## config.mk

```make
export PLATFORM = sky130hd
export DESIGN_NAME = conv_psum_collector
export DESIGN_NICKNAME = d
export VERILOG_FILES = /design/src/rtl/conv_psum_collector.sv
export SDC_FILE = /design/constraint.sdc
export NUM_CORES = 1
export LEC_CHECK = 0
export CORE_ASPECT_RATIO = 0.75
export CORE_MARGIN = 2
export CORE_UTILIZATION = 25
export CTS_BUF_LIST = sky130_fd_sc_hd__clkbuf_4
export CTS_CLUSTER_SIZE = 20
export DETAILED_ROUTE_END_ITERATION = 16
export DONT_BUFFER_PORTS = 1
export SLEW_MARGIN = 20
export SYNTH_ARGS = -nofsm -noshare
export SYNTH_HDL_FRONTEND = slang
export SYNTH_SLANG_ARGS = --single-unit
```

## constraint.sdc

```tcl
create_clock -name clk -period 3.6 [get_ports clk]
set_input_delay 0.72 -clock clk [delete_from_list [all_inputs] [get_ports clk]]
set_output_delay 0.72 -clock clk [all_outputs]
set_load 0.02 [all_outputs]
```

## src/rtl/conv_psum_collector.sv

```systemverilog
// Collects skewed psum beats from two systolic-array columns into a registered 2x2 output map.
// Define CONV_PSUM_SAT_EN to saturate each output pixel at 255 instead of wrapping to 8 bits.
module conv_psum_collector #(
    parameter int TAPS = 3
) (
    input  logic       clk,
    input  logic       rst,
    input  logic       start,
    input  logic [7:0] psum_in1,
    input  logic [7:0] psum_in2,
    input  logic       psum_valid1,
    input  logic       psum_valid2,
    input  logic       out_ack,
    output logic [7:0] out_11,
    output logic [7:0] out_12,
    output logic [7:0] out_21,
    output logic [7:0] out_22,
    output logic       out_valid,
    output logic       done,
    output logic       busy,
    output logic       overrun
);

    localparam int CW = $clog2(2 * TAPS + 1);
    localparam logic [CW-1:0] ROW2 = CW'(TAPS);
    localparam logic [CW-1:0] FULL = CW'(2 * TAPS);

    typedef enum logic [1:0] {IDLE, COLLECT, HOLD} state_t;

    state_t        state_q, state_d;
    logic [11:0]   acc11_q, acc12_q, acc21_q, acc22_q;
    logic [11:0]   acc11_d, acc12_d, acc21_d, acc22_d;
    logic [CW-1:0] cnt1_q, cnt2_q, cnt1_d, cnt2_d;
    logic [7:0]    out11_q, out12_q, out21_q, out22_q;
    logic          done_q, overrun_q, overrun_d;
    logic          clear, accept1, accept2, discard, finish;

    function automatic logic [7:0] to_pixel(input logic [11:0] sum);
`ifdef CONV_PSUM_SAT_EN
        return (sum > 12'd255) ? 8'hff : sum[7:0];
`else
        return sum[7:0];
`endif
    endfunction

    // NOTE: every signal assigned here gets a default first so no latch is inferred.
    always_comb begin
        acc11_d = acc11_q;
        acc12_d = acc12_q;
        acc21_d = acc21_q;
        acc22_d = acc22_q;
        cnt1_d  = cnt1_q;
        cnt2_d  = cnt2_q;
        state_d = state_q;

        clear   = start && ((state_q == IDLE) || (state_q == COLLECT) ||
                            (state_q == HOLD && out_ack));
        accept1 = (state_q == COLLECT) && !start && psum_valid1 && (cnt1_q != FULL);
        accept2 = (state_q == COLLECT) && !start && psum_valid2 && (cnt2_q != FULL);
        discard = (psum_valid1 && !accept1) || (psum_valid2 && !accept2);

        if (clear) begin
            acc11_d = '0;
            acc12_d = '0;
            acc21_d = '0;
            acc22_d = '0;
            cnt1_d  = '0;
            cnt2_d  = '0;
        end else begin
            if (accept1) begin
                if (cnt1_q < ROW2) acc11_d = acc11_q + 12'(psum_in1);
                else               acc21_d = acc21_q + 12'(psum_in1);
                cnt1_d = cnt1_q + 1'b1;
            end
            if (accept2) begin
                if (cnt2_q < ROW2) acc12_d = acc12_q + 12'(psum_in2);
                else               acc22_d = acc22_q + 12'(psum_in2);
                cnt2_d = cnt2_q + 1'b1;
            end
        end

        // Only an accepted beat can complete the map, so a stale full pair never re-fires.
        finish = (accept1 || accept2) && (cnt1_d == FULL) && (cnt2_d == FULL);

        case (state_q)
            IDLE:    if (start) state_d = COLLECT;
            COLLECT: if (start) state_d = COLLECT;
                     else if (finish) state_d = HOLD;
            HOLD:    if (out_ack) state_d = start ? COLLECT : IDLE;
            default: state_d = IDLE;
        endcase

        // A discard in the same cycle as a clearing start must survive the clear.
        overrun_d = clear ? discard : (overrun_q || discard);
    end

    // NOTE: sequential state uses non-blocking assignments so every register samples pre-edge values.
    always_ff @(posedge clk or posedge rst) begin
        if (rst) begin
            state_q   <= IDLE;
            acc11_q   <= '0;
            acc12_q   <= '0;
            acc21_q   <= '0;
            acc22_q   <= '0;
            cnt1_q    <= '0;
            cnt2_q    <= '0;
            out11_q   <= '0;
            out12_q   <= '0;
            out21_q   <= '0;
            out22_q   <= '0;
            done_q    <= 1'b0;
            overrun_q <= 1'b0;
        end else begin
            state_q   <= state_d;
            acc11_q   <= acc11_d;
            acc12_q   <= acc12_d;
            acc21_q   <= acc21_d;
            acc22_q   <= acc22_d;
            cnt1_q    <= cnt1_d;
            cnt2_q    <= cnt2_d;
            done_q    <= finish;
            overrun_q <= overrun_d;
            if (finish) begin
                out11_q <= to_pixel(acc11_d);
                out12_q <= to_pixel(acc12_d);
                out21_q <= to_pixel(acc21_d);
                out22_q <= to_pixel(acc22_d);
            end
        end
    end

    assign out_11    = out11_q;
    assign out_12    = out12_q;
    assign out_21    = out21_q;
    assign out_22    = out22_q;
    assign done      = done_q;
    assign overrun   = overrun_q;
    assign busy      = (state_q == COLLECT);
    assign out_valid = (state_q == HOLD);

endmodule

```

* Word level (Yosys, flattened, before mapping) *
Cells that the tools add are included.

storage, ports and cells
  RAM bits = 0
  word-level logic and storage cells = 88
  memory bits (read-only) = 0
  memories kept = 0
  output and inout bits = 36
  bits in registers = 90
  input bits = 22
  bits in latches = 0

cells by class
  bitwise logic cells = 0
  reductions and logical operators = 29
  add/subtract/negate cells = 6
  multipliers = 0
  multiplexer cells = 23
  equal/unequal tests = 11
  order comparisons = 2
  shift operators = 0
  divide/modulo/power cells = 0

operators with widths
  kind                   number
  $mux W12               12
  $add A12 B8 Y12        4
  $mux W3                4
  $logic_and A1 B1 Y1    11
  $mux W2                4
  $ne A2 B2 Y1 const B   4
  $reduce_and A2 Y1      4
  $reduce_bool A2 Y1     4
  $add A3 B1 Y3 const B  2
  $eq A3 B3 Y1 const B   2
  $lt A3 B2 Y1 const B   2
  $ne A3 B3 Y1 const B   2
  $pmux W2 S3            1
  $logic_or A1 B1 Y1     5
  $logic_not A1 Y1       3
  $ne A3 B2 Y1 const B   1
  $reduce_and A3 Y1      1
  $eq A2 B1 Y1 const B   1
  $eq A2 B2 Y1 const B   1
  $logic_not A2 Y1       1
  $mux W1                2

* Logic depth before layout (Yosys ltp) *
Gate-level depths: netlist of run 1.

  depth in word-level cells = 12
  gate-level depth with buffers = 10
  mapped depth without buffers = 9

* Least setup slack after synthesis of run 1 *
No wires, ideal clock.

  path type = input port to flip-flop
  start point = input port psum_valid2
  end point = register out11_q[1], in the netlist out_11[1]
  required time = 3.475 ns
  setup time = 0.125 ns
  cell stages on the path = 8
  path slack = 1.225 ns
  buffers on the path = 3
  arrival time = 2.250 ns
  cell sequence = nor4bb_1 > buf_2 > and2_1 > buf_6 > nor4_4 > o2111ai_4 > buf_6 > mux2_4

between the ends
  word-level cells in the longest chain between the ends = 6
  elaborated cells on any way between the ends = 8
  those cells by class = eq/ne: 1; mux: 2; reduce/logical: 5

ends and longest elaborated chain
  what                                   RTL line  text
  start, declared                        12        input logic psum_valid2,
  $logic_and A1 B1 Y1 (*) (2 in series)  59        accept2 = (state_q == COLLECT) && !start && psum_valid2 && (cnt2_q != FULL);
  $mux W3                                75        if (accept2) begin
  $mux W3                                62        if (clear) begin
  $eq A3 B3 Y1                           83        finish = (accept1 || accept2) && (cnt1_d == FULL) && (cnt2_d == FULL);
  $logic_and A1 B1 Y1 (*)                83
  end signal, assigned                   124       out11_q <= to_pixel(acc11_d);
  end, declared                          34        logic [7:0] out11_q, out12_q, out21_q, out22_q;

Mark *: on every way between the ends. The rest lies on a longest branch, timed or not.
A chain may end at the register's enable or synchronous reset.

* Worst setup path in the final report of run 1 *
  start point = register state_q[1]
  end point = register out11_q[5], in the netlist out_11[5]

between the ends
  word-level cells in the longest chain between the ends = 9
  elaborated cells on any way between the ends = 23
  those cells by class = eq/ne: 4; mux: 6; reduce/logical: 13

ends and longest elaborated chain
  what                               RTL line    text
  start, declared                    30          state_t state_q, state_d;
  start signal, assigned             114         state_q <= state_d;
  $eq A2 B1 Y1                       56, 58, 59
  $logic_and A1 B1 Y1                58, 59
  $logic_and A1 B1 Y1 (2 in series)  58          accept1 = (state_q == COLLECT) && !start && psum_valid1 && (cnt1_q != FULL);
  $mux W3                            70          if (accept1) begin
  $mux W3                            62
  $eq A3 B3 Y1                       83
  $logic_and A1 B1 Y1 (2 in series)  83

Several ways; a longest one is shown, not always the timed one. The select of a mux whose other input is x is not followed.

==> out/qor.log, run 1 <==
qor: run_status.run_status completed
qor: yosys.synth_seq_area_share 42.4%
qor: setup_path.path_class flop to flop
qor: timing.worst-slew-pin-transition 0.758 ns
qor: worst_hold_path.hold_class input port to asynchronous set/reset pin
qor: routing.drt_first_iter_violations 204
qor: clock_network.clock_tree.root_cell clkbuf_4
qor: clock_network.cts_resized 0
qor: clock_network.clkTransAtPathRegs 0.12 ns
qor: place.dp_hpwl 8180 µm
qor: yosys.async_flop_share 100%
qor: power.power_density 331 nW/µm²
qor: layout.mostFrequentLayoutCells 74 x dfrtp_1, 47 x nand2_1, 35 x nor2_1
qor: die.die_width 157 µm
qor: die.floorplan.die_area 18600 µm²
qor: clock_network.ctsLongestPathBuffers 2
qor: setup_path.end_kind flop
qor: timing.whs 0.263 ns
qor: yosys.ys.flop_type dfrtp_1
qor: routing.via_per_inst 4.77
qor: timing.setup_total_negative_slack 0 ns
qor: place.gpl.final_weighted_congestion 0.858
qor: timing.slew_headroom 49.5%
qor: layout.fillCellCount 1772
qor: timing.final.setup_skew 0.0209 ns
qor: timing.max_clock_freq 373 MHz
qor: run.max-cap-violations 0
qor: die.fp.dieH 119 µm
qor: setup_path.startpoint_type flop
qor: yosys.syn_inst 427
qor: setup_path.reg2reg_depth 7
qor: yosys.synthesis.nets 485
qor: timing.setup_viol 0
qor: timing.setup_repair_after_global_routing_missed_its_margin no
qor: setup_path.arrival_time_at_the_worst_endpoint 3.01 ns
qor: timing.drv_slew 0
qor: power.ir_worst_vdd 0.127 mV
qor: place.buffer_ports.inserted 0
qor: grt.grt_usage 12.3%
qor: routing.vias 3202
qor: routing.drcViolationCount 0
qor: setup_path.timing.critical_path.required 3.93 ns
qor: yosys.yosys_warns 0
qor: clock_network.cts_inserted_buffers 9
qor: die.coreArea 17000 µm²
qor: clock_network.post_cts_setup_bufs 0
qor: clock_network.cts_htree_levels 3
qor: die.num_rows 41
qor: timing.post-route-period-util 74.4%
qor: routing.drt-wirelength-per-cell 16.3 µm
qor: yosys.yosysUniqueCellTypes 50
qor: routing.ant_nets 0
qor: grt.grt-ovfl-total 0
qor: yosys.avgSynthCellArea 10.2 µm²
qor: timing.finalCriticalPeriod 2.68 ns
qor: routing.routed_wl 11000 µm
qor: setup_path.path_max_fanout 19
qor: layout.post_route_cells_drive_above_1_share 12.0%
qor: yosys.ys_ff_latch 74
qor: layout.most_common_library_cell_in_the_layout_ignoring_fill_and_taps dfrtp_1
qor: layout.finalNetCount 488
qor: timing.hold_viol_final 0
qor: yosys.synth_area 4370 µm²
qor: die.initial_core_util 25.7%
qor: clock_network.clkSinkCount 74
qor: clock_network.cts_hold_repair.buffers 0
qor: die.ios 58
qor: layout.area_growth 9.24%
qor: yosys.synth_edf_count 0
qor: grt.wire_length_of_the_first_global_routing_pass 17600 µm
qor: power.total_leakage_power 2.18 nW
qor: clock_network.cts_tree done
qor: grt.maximum_number_of_pins_on_one_net_before_global_route_repair 62
qor: grt.antenna_found_initial 1
qor: grt.first_global_vias 3299
qor: routing.drt_first_pass_iters 4
qor: clock_network.clk_latency 0.45 ns
stage by stage:
step	cell area (µm²)	setup WS [ns]	power (mW)	utilization [%]	instances
floorplan	4370	0.998	1.04	-	427
global placement	4650	0.720	1.08	27.4	655
detailed placement	4650	0.648	1.09	27.4	655
CTS	4770	0.882	1.60	28.1	670
global route	4780	0.753	1.66	28.1	671
finish	4780	0.920	1.58	28.1	671
Yosys cell counts, drive strengths merged, types with 2 or more instances:
library cell	count	share of area (%)
o311ai	2	0.40
dfrtp	74	42
nor4	2	0.97
o31ai	4	0.69
clkbuf	2	0.17
and2	4	0.63
mux2i	3	0.69
nand3	8	0.92
nor3	11	1.5
a211oi	13	2.5
o2111ai	5	1.4
o21a	9	1.5
o31a	5	1.0
o211a	2	0.46
nor2	35	3.0
mux2	19	6.3
a31oi	3	0.43
inv	18	1.5
nand2b	3	0.43
o21ai	22	2.5
or3	4	0.57
ha	32	9.2
nand3b	2	0.34
nand2	48	4.2
nor2b	9	1.3
xor2	2	0.40
a21oi	34	3.9
buf	10	1.7
o211ai	6	1.0
xnor2	11	2.2
and4b	2	0.46
or2	4	0.57
a21o	7	1.2
fa	4	1.8
metal layers:
metal  global-route usage, %  up-vias  part of all wire, %
met2                    18.6       77                   44
met3                    5.50       22                  9.4
li1                        -     1545                    -
met1                    15.3     1558                   44
met4                    4.76        0                  2.6
met5                       0        -                    0
where the power goes:
part | switching (mW) | leakage [nW] | internal [mW] | total (mW)
combinational | 0.126 | 1.10 | 0.0808 | 0.207
sequential | 0.0204 | 1.02 | 0.850 | 0.870
clock | 0.302 | 0.0669 | 0.203 | 0.506
path summary, 6_finish.rpt:
check / slack [ns] / startpoint / end
worst max-delay path: 0.92 / state_q[1] / out_11[5]
worst min-delay path: 0.26 / rst / out_11[0]
worst max register to register: 0.92 / state_q[1] / out_11[5]
worst min register to register: 0.56 / acc12_q[7] / acc12_q[7]
max in group asynchronous: 2.64 / rst / out_11[2]
min in group clk: 0.39 / out_ack / state_q[1]
registers in the layout, indices dropped and copies added, names as in the netlist:
signal	flops
acc21_q	8
out_22	8
out_12	8
cnt1_q	3
acc12_q	8
state_q	2
out_11	8
acc11_q	8
out_21	8
overrun	1
acc22_q	8
cnt2_q	3
done	1
cell families (layout without fill, tap and decap cells):
family	Yosys count	count (layout)	synth area share, %
xor+xnor	13	13	2.60
mux	22	22	6.95
compound gates	115	115	17.8
buf+inv	30	37	3.41
simple gates	137	137	15.9
fa+ha+maj	36	36	11.0
flops	74	74	42.4
other cells	0	1	0
worst max-delay path, cell delays in order (launching register included):
cell       delay (ns)
dfrtp_1          0.46
nor4bb_1         0.33
buf_4            0.20
and2_1           0.30
nor4_4           0.11
o2111ai_4        0.55
buf_12           0.27
mux2_2           0.35
layout make-up:
| type | count | area (µm²) | area share, % |
|---|---|---|---|
| clock inverters | 6 | 58.8 | 1.23 |
| inverters | 18 | 70.1 | 1.47 |
| multi-input cells | 323 | 2370 | 49.7 |
| repair buffers | 4 | 55.1 | 1.15 |
| well taps | 236 | 295 | 6.18 |
| flip-flops and latches | 74 | 1850 | 38.8 |
| diodes | 1 | 2.50 | 0.0524 |
| clock buffers | 9 | 67.6 | 1.41 |
(Power assumes the default switching activity.)
==> run 2: changes to the inputs <==
clock period = 2.2 ns   (was 3.6 ns; I/O delays follow)
==> run 2 against run 1 <==
Against the previous run: cell count rose by 5.5%; hold slack got worse by 0.15 ns; global-route usage rose by 0.73 points; cell area rose by 9.7%; via count rose by 6.3%; sequential power rose by 63%; clock power rose by 51%; critical path type unchanged.
==> out/qor.log, run 2 (synthesis gave the netlist of run 1 again) <==
qor: die.floorplan.die_area 18600 µm² [unchanged]
qor: routing.drt-wirelength-per-cell 16.3 µm [-0.16%]
qor: routing.drcViolationCount 0 [unchanged]
qor: place.buffer_ports.inserted 0 [unchanged]
qor: power.intPower 1.83 mW [+62%]
qor: clock_network.clk_latency 0.43 ns [-0.02 ns]
qor: clock_network.ctsLongestPathBuffers 2 [unchanged]
qor: grt.first_global_vias 3503 [+6.2%]
qor: grt.antenna_found_initial 1 [unchanged]
qor: layout.mostFrequentLayoutCells 74 x dfrtp_1, 42 x nand2_1, 35 x nor2_1
qor: timing.finalCriticalPeriod 2.19 ns [-0.491 ns]
qor: timing.setup_repair_after_global_routing_missed_its_margin yes
qor: layout.number_of_non_filler_instances_in_the_completed_layout 708 [+5.5%]
qor: layout.fillCellCount 1717 [-3.1%]
qor: timing.drv_slew 0 [unchanged]
qor: setup_path.end_kind flop
qor: timing.hold_viol_final 0 [unchanged]
qor: place.place_inst 677 [+3.4%]
qor: place.placedInstanceArea 4840 µm² [+4.1%]
qor: power.ir_worst_vdd 0.172 mV [+35%]
qor: timing.max_clock_freq 457 MHz [+22%]
qor: layout.area_growth 19.8%
qor: clock_network.clkSinkCount 74 [unchanged]
qor: die.ios 58 [unchanged]
qor: timing.final.setup_skew 0.0154 ns [-0.00550 ns]
qor: routing.drt_first_iter_violations 159 [-22%]
qor: grt.grt_usage 13.0% [+0.73 points]
qor: die.initial_core_util 25.7% [unchanged]
qor: timing.setup_viol 0 [unchanged]
qor: run_status.run_status completed
qor: layout.finalNetCount 524 [+7.4%]
qor: setup_path.arrival_time_at_the_worst_endpoint 2.51 ns [-0.50 ns]
qor: timing.worst-slew-pin-transition 0.553 ns [-0.205 ns]
qor: place.dp_hpwl 8290 µm [+1.4%]
qor: run.max-cap-violations 0 [unchanged]
qor: grt.grt-ovfl-total 0 [unchanged]
qor: die.num_rows 41 [unchanged]
qor: routing.vias 3403 [+6.3%]
qor: routing.ant_nets 0 [unchanged]
qor: die.fp.dieH 119 µm [unchanged]
qor: clock_network.cts_inserted_buffers 9 [unchanged]
qor: routing.routed_wl 11500 µm [+5.3%]
qor: setup_path.timing.critical_path.required 2.52 ns [-1.41 ns]
qor: timing.post-route-period-util 99.5% [+25 points]
qor: timing.slew_headroom 62.9% [+13 points]
qor: clock_network.clock_tree.root_cell clkbuf_4
qor: layout.final_util 30.8% [+2.7 points]
qor: layout.post_route_cells_drive_above_1_share 24.0% [+12 points]
qor: routing.via_per_inst 4.81 [+0.72%]
qor: worst_hold_path.hold_class input port to flop
qor: clock_network.cts_tree done
qor: setup_path.path_class flop to flop
qor: power.total_leakage_power 2.42 nW [+11%]
qor: timing.setup_total_negative_slack 0 ns [unchanged]
qor: power.power.share.sequential 55.2% [+0.2 points]
qor: routing.drt_first_pass_iters 4 [unchanged]
qor: layout.most_common_library_cell_in_the_layout_ignoring_fill_and_taps dfrtp_1
qor: grt.wire_length_of_the_first_global_routing_pass 18700 µm [+5.9%]
qor: clock_network.cts_htree_levels 3 [unchanged]
qor: power.clkPwrFrac 29.7% [-2.2 points]
qor: setup_path.startpoint_type flop
qor: power.p_sw_share 28.8% [+0.41 points]
qor: place.gpl.final_weighted_congestion 0.810 [-5.6%]
qor: clock_network.clkTransAtPathRegs 0.12 ns [about the same]
qor: power.p_comb_share 15.1% [+2.0 points]
qor: die.die_width 157 µm [unchanged]
qor: setup_path.path_max_fanout 9 [-10]
qor: die.coreArea 17000 µm² [unchanged]
qor: grt.maximum_number_of_pins_on_one_net_before_global_route_repair 75 [+21%]
qor: layout.stdcell_area 5240 µm² [+9.7%]
qor: power.power_density 492 nW/µm² [+48%]
qor: power.switchingPower 0.741 mW [+65%]
[run 2: cell type report]
type | instances | area, µm² | area share (%)
clock inverter | 3 | 16.3 | 0.311
multi-input combinational | 323 | 2480 | 47.4
tap | 236 | 295 | 5.64
sequential | 74 | 1850 | 35.4
inverter | 18 | 71.3 | 1.36
timing repair buffer | 40 | 420 | 8.03
clock buffer | 13 | 97.6 | 1.86
antenna | 1 | 2.50 | 0.0478
[run 2: what timing repair did]
item                       in CTS  in global routing
buffers inserted               10                  2
hold endpoints to repair       73                  0
pin swaps                       9                  4
cloned                          0                  1
gates resized for setup        13                 23
hold buffers                    1                  0
setup endpoints to repair      21                 21
[run 2: metrics by stage]
step | hold WS, ns | setup slack (ns) | power (mW)
finish | 0.111 | 0.0111 | 2.57
global route | 0.0717 | -0.0752 | 2.71
CTS | 0.0856 | 0.00845 | 2.59
detailed placement | 0.466 | -0.0748 | 1.81
global placement | 0.468 | -0.104 | 1.79
floorplan | 0.499 | 0.0466 | 1.71
[run 2: path summary, 6_finish.rpt]
check                      startpoint    endpoint  slack, ns  cells past startpoint
max                        state_q[1]   out_21[2]       0.01                      7
min in group asynchronous         rst   out_22[4]       0.59                      3
min reg2reg                acc11_q[7]  acc11_q[7]       0.56                      2
max reg2reg                state_q[1]   out_21[2]       0.01                      7
min                           out_ack  state_q[1]       0.11                      1
max in group asynchronous         rst   cnt1_q[1]       1.30                      3
[run 2: power by group through the flow]
stage | sequential, mW | combinational [mW] | clock (mW)
after CTS | 1.42 | 0.379 | 0.795
final | 1.42 | 0.389 | 0.765
after global routing | 1.42 | 0.439 | 0.850
after global placement | 1.44 | 0.348 | 0
after detailed placement | 1.44 | 0.366 | 0
after floorplan | 1.44 | 0.268 | 0
[run 2: layer usage]
layer / vias up / GRT usage [%] / routed length, µm
li1: 1623 / - / -
met1: 1679 / 17.2 / 5370
met2: 82 / 19.0 / 4970
met3: 19 / 5.61 / 957
met4: 0 / 4.30 / 235
met5: - / 0 / 0
[run 2: critical path: stages (launching register included)]
cell       delay (ns)
dfrtp_1          0.43
and4bb_4         0.43
a21oi_2          0.10
nor4_4           0.30
o2111ai_4        0.20
buf_12           0.21
buf_12           0.14
mux2_4           0.28
==> run 3: changes to the inputs <==
CORE_UTILIZATION = 29   (was 25)
RECOVER_POWER = 50   (was default)
==> run 3 against run 2 <==
Against the previous run: the run now ends with setup timing left; count of clock-buffer cells in the layout fell by 4; non-clock buffer count rose by 8; first-iteration DRC count rose by 78%; core utilization rose by 5.3 points; via count rose by 0.68%; flip-flop and latch count did not move; highest routed layer unchanged; sequential share of layout area fell by 0.29 points; sequential power barely moved; critical path depth did not move; cell area rose by 0.84%.
==> out/qor.log, run 3 (synthesis gave the netlist of run 1 again) <==
qor: routing.via_per_inst 5.05 [+5.1%]
qor: layout.finalNetCount 532 [+1.5%]
qor: setup_path.timing.critical_path.mode_cell buf_12
qor: setup_path.path_class flop to flop
qor: setup_path.startpoint_type flop
qor: die.fp.dieH 110 µm [-6.9%]
qor: power.power_density 518 nW/µm² [+5.4%]
qor: clock_network.clkTransAtPathRegs 0.12 ns [about the same]
qor: timing.max_clock_freq 440 MHz [-3.6%]
qor: setup_path.crit_path_end out_22[2]
qor: routing.routed_wl 11900 µm [+3.1%]
qor: layout.final_util 36.2% [+5.3 points]
qor: clock_network.clkSinkCount 74 [unchanged]
qor: grt.grt_usage 15.0% [+2.0 points]
qor: setup_path.timing.critical_path.max_delay_family simple AND/OR/NAND/NOR gates
qor: setup_path.regToRegEndpoint out_22[2]
qor: timing.setup_slack -0.0704 ns [-0.0815 ns]
qor: layout.multiInputGateArea 2500 µm² [+0.81%]
qor: setup_path.arrival_time_at_the_worst_endpoint 2.61 ns [+0.10 ns]
qor: clock_network.clk_latency 0.45 ns [+0.02 ns]
qor: routing.vias 3426 [+0.68%]
qor: timing.slew_headroom 8.66% [-54 points]
qor: timing.finalCriticalPeriod 2.27 ns [+0.0815 ns]
qor: layout.number_of_non_filler_instances_in_the_completed_layout 678 [-4.2%]
qor: grt.grt-ovfl-total 0 [unchanged]
qor: clock_network.cts_tree done
qor: place.place_inst 646 [-4.6%]
qor: die.ios 58 [unchanged]
qor: setup_path.critical-path-slowest-cell dfrtp_1
qor: run.max-cap-violations 0 [unchanged]
qor: setup_path.timing.critical_path.from state_q[1]
qor: die.initial_core_util 30.0% [+4.2 points]
qor: worst_hold_path.hold_class input port to flop
qor: grt.wire_length_of_the_first_global_routing_pass 18300 µm [-1.7%]
qor: routing.drt_first_pass_iters 5 [+1]
qor: layout.most_common_library_cell_in_the_layout_ignoring_fill_and_taps dfrtp_1
qor: run_status.run_status finished with violations
qor: die.die_width 146 µm [-7.0%]
qor: die.num_rows 38 [-7.3%]
qor: place.gpl.final_weighted_congestion 0.872 [+7.7%]
qor: clock_network.ctsLongestPathBuffers 2 [unchanged]
qor: setup_path.r2r_setup_slack -0.07 ns [-0.08 ns]
qor: layout.area_growth 20.8%
qor: timing.setup_viol 19 [+19]
qor: setup_path.worst_r2r_startpoint state_q[1]
qor: power.ir_worst_vdd 0.272 mV [+59%]
qor: clock_network.clock_tree.root_cell clkbuf_4
qor: routing.drt-wirelength-per-cell 17.5 µm [+7.6%]
qor: run_status.violations_in_the_final_reports setup timing
qor: setup_path.path_max_fanout 7 [-2]
qor: setup_path.critical_path.cell_chain and4bb_4, nand2_1, nor4_4, o2111ai_4, buf_12, buf_12, mux2_4
qor: layout.post_route_cells_drive_above_1_share 23.7% [-0.30 points]
qor: timing.post-route-period-util 103% [+3.7 points]
qor: layout.mostFrequentLayoutCells 74 x dfrtp_1, 45 x nand2_1, 32 x nor2_1, 32 x a21oi_1, 32 x buf_4
qor: timing.drv_slew 0 [unchanged]
qor: worst_hold_path.hold-path-cell-count 1 [unchanged]
qor: clock_network.cts_inserted_buffers 9 [unchanged]
qor: timing.final.setup_skew 0.0156 ns [+0.000171 ns]
qor: grt.antenna_found_initial 1 [unchanged]
qor: routing.ant_nets 0 [unchanged]
qor: setup_path.timing.critical_path.required 2.53 ns [about the same]
qor: setup_path.cp_num_buf_inv 2 [unchanged]
qor: setup_path.end_kind flop
qor: grt.maximum_number_of_pins_on_one_net_before_global_route_repair 31 [-59%]
qor: timing.hold_viol_final 0 [unchanged]
qor: die.coreArea 14600 µm² [-14%]
qor: power.total_leakage_power 2.47 nW [+2.0%]
qor: setup_path.crit_path_max_incr_delay 0.42 ns [about the same]
qor: timing.setup_repair_after_global_routing_missed_its_margin yes
qor: place.buffer_ports.inserted 0 [unchanged]
qor: layout.fillCellCount 1454 [-15%]
qor: setup_path.reg2reg_depth 7 [unchanged]
qor: layout.sequential_cell_area 1850 µm² [unchanged]
qor: place.dp_hpwl 8320 µm [+0.39%]
qor: routing.drt_first_iter_violations 283 [+78%]
qor: grt.first_global_vias 3383 [-3.4%]
qor: routing.drcViolationCount 0 [unchanged]
qor: clock_network.cts_htree_levels 3 [unchanged]
qor: setup_path.critical_path_depth 7 [unchanged]
qor: timing.worst-slew-pin-transition 1.36 ns [+0.810 ns]
qor: die.floorplan.die_area 16100 µm² [-13%]
-- run 3: metal layers --
layer | track usage (%) | wire [µm]
met4 | 7.21 | 348
met3 | 4.36 | 786
met5 | 0 | 0
met1 | 19.6 | 5540
met2 | 22.9 | 5220
-- run 3: layout make-up --
type                            count  share of cell area, %
Antenna cell                        1                 0.0474
Clock buffer                        9                   1.28
Clock inverter                      5                   1.35
Inverter                           18                   1.30
Multi-Input combinational cell    323                   47.4
Sequential cell                    74                   35.1
Tap cell                          200                   4.74
Timing Repair Buffer               48                   8.84
-- run 3: timing repair --
action / CTS / global route
setup buffers: 7 / 5
pin swaps: 7 / 8
hold endpoints to repair: 26 / 0
setup endpoints to repair: 12 / 29
gates cloned: 2 / 2
resized for setup: 17 / 23
hold buffers: 1 / 0
-- run 3: metrics by stage --
stage               TNS (ns)  area (µm²)  setup WS, ns  hold slack, ns  power, mW
global placement      -0.265        4820       -0.0957           0.455       1.79
finish                -0.945        5280       -0.0704          0.0890       2.74
CTS                        0        5150       0.00108          0.0710       2.76
detailed placement    -0.648        4820        -0.208           0.463       1.81
global route           -2.46        5280        -0.126          0.0739       2.87
floorplan                  0        4380        0.0466           0.499       1.71
-- run 3: worst min-delay path by stage --
stage,startpoint,endpoint
after floorplan,acc11_q[5],acc11_q[5]
after global placement,rst,out_22[3]
after detailed placement,rst,out_22[3]
after CTS,out_ack,state_q[1]
after global routing,out_ack,state_q[1]
final,out_ack,state_q[1]
-- run 3: report_power, final --
part           switching, mW  internal, mW  leakage (nW)
registers             0.0286          1.39          1.02
logic                  0.226         0.173          1.38
clock network          0.480         0.438        0.0744
total                  0.734          2.00          2.47
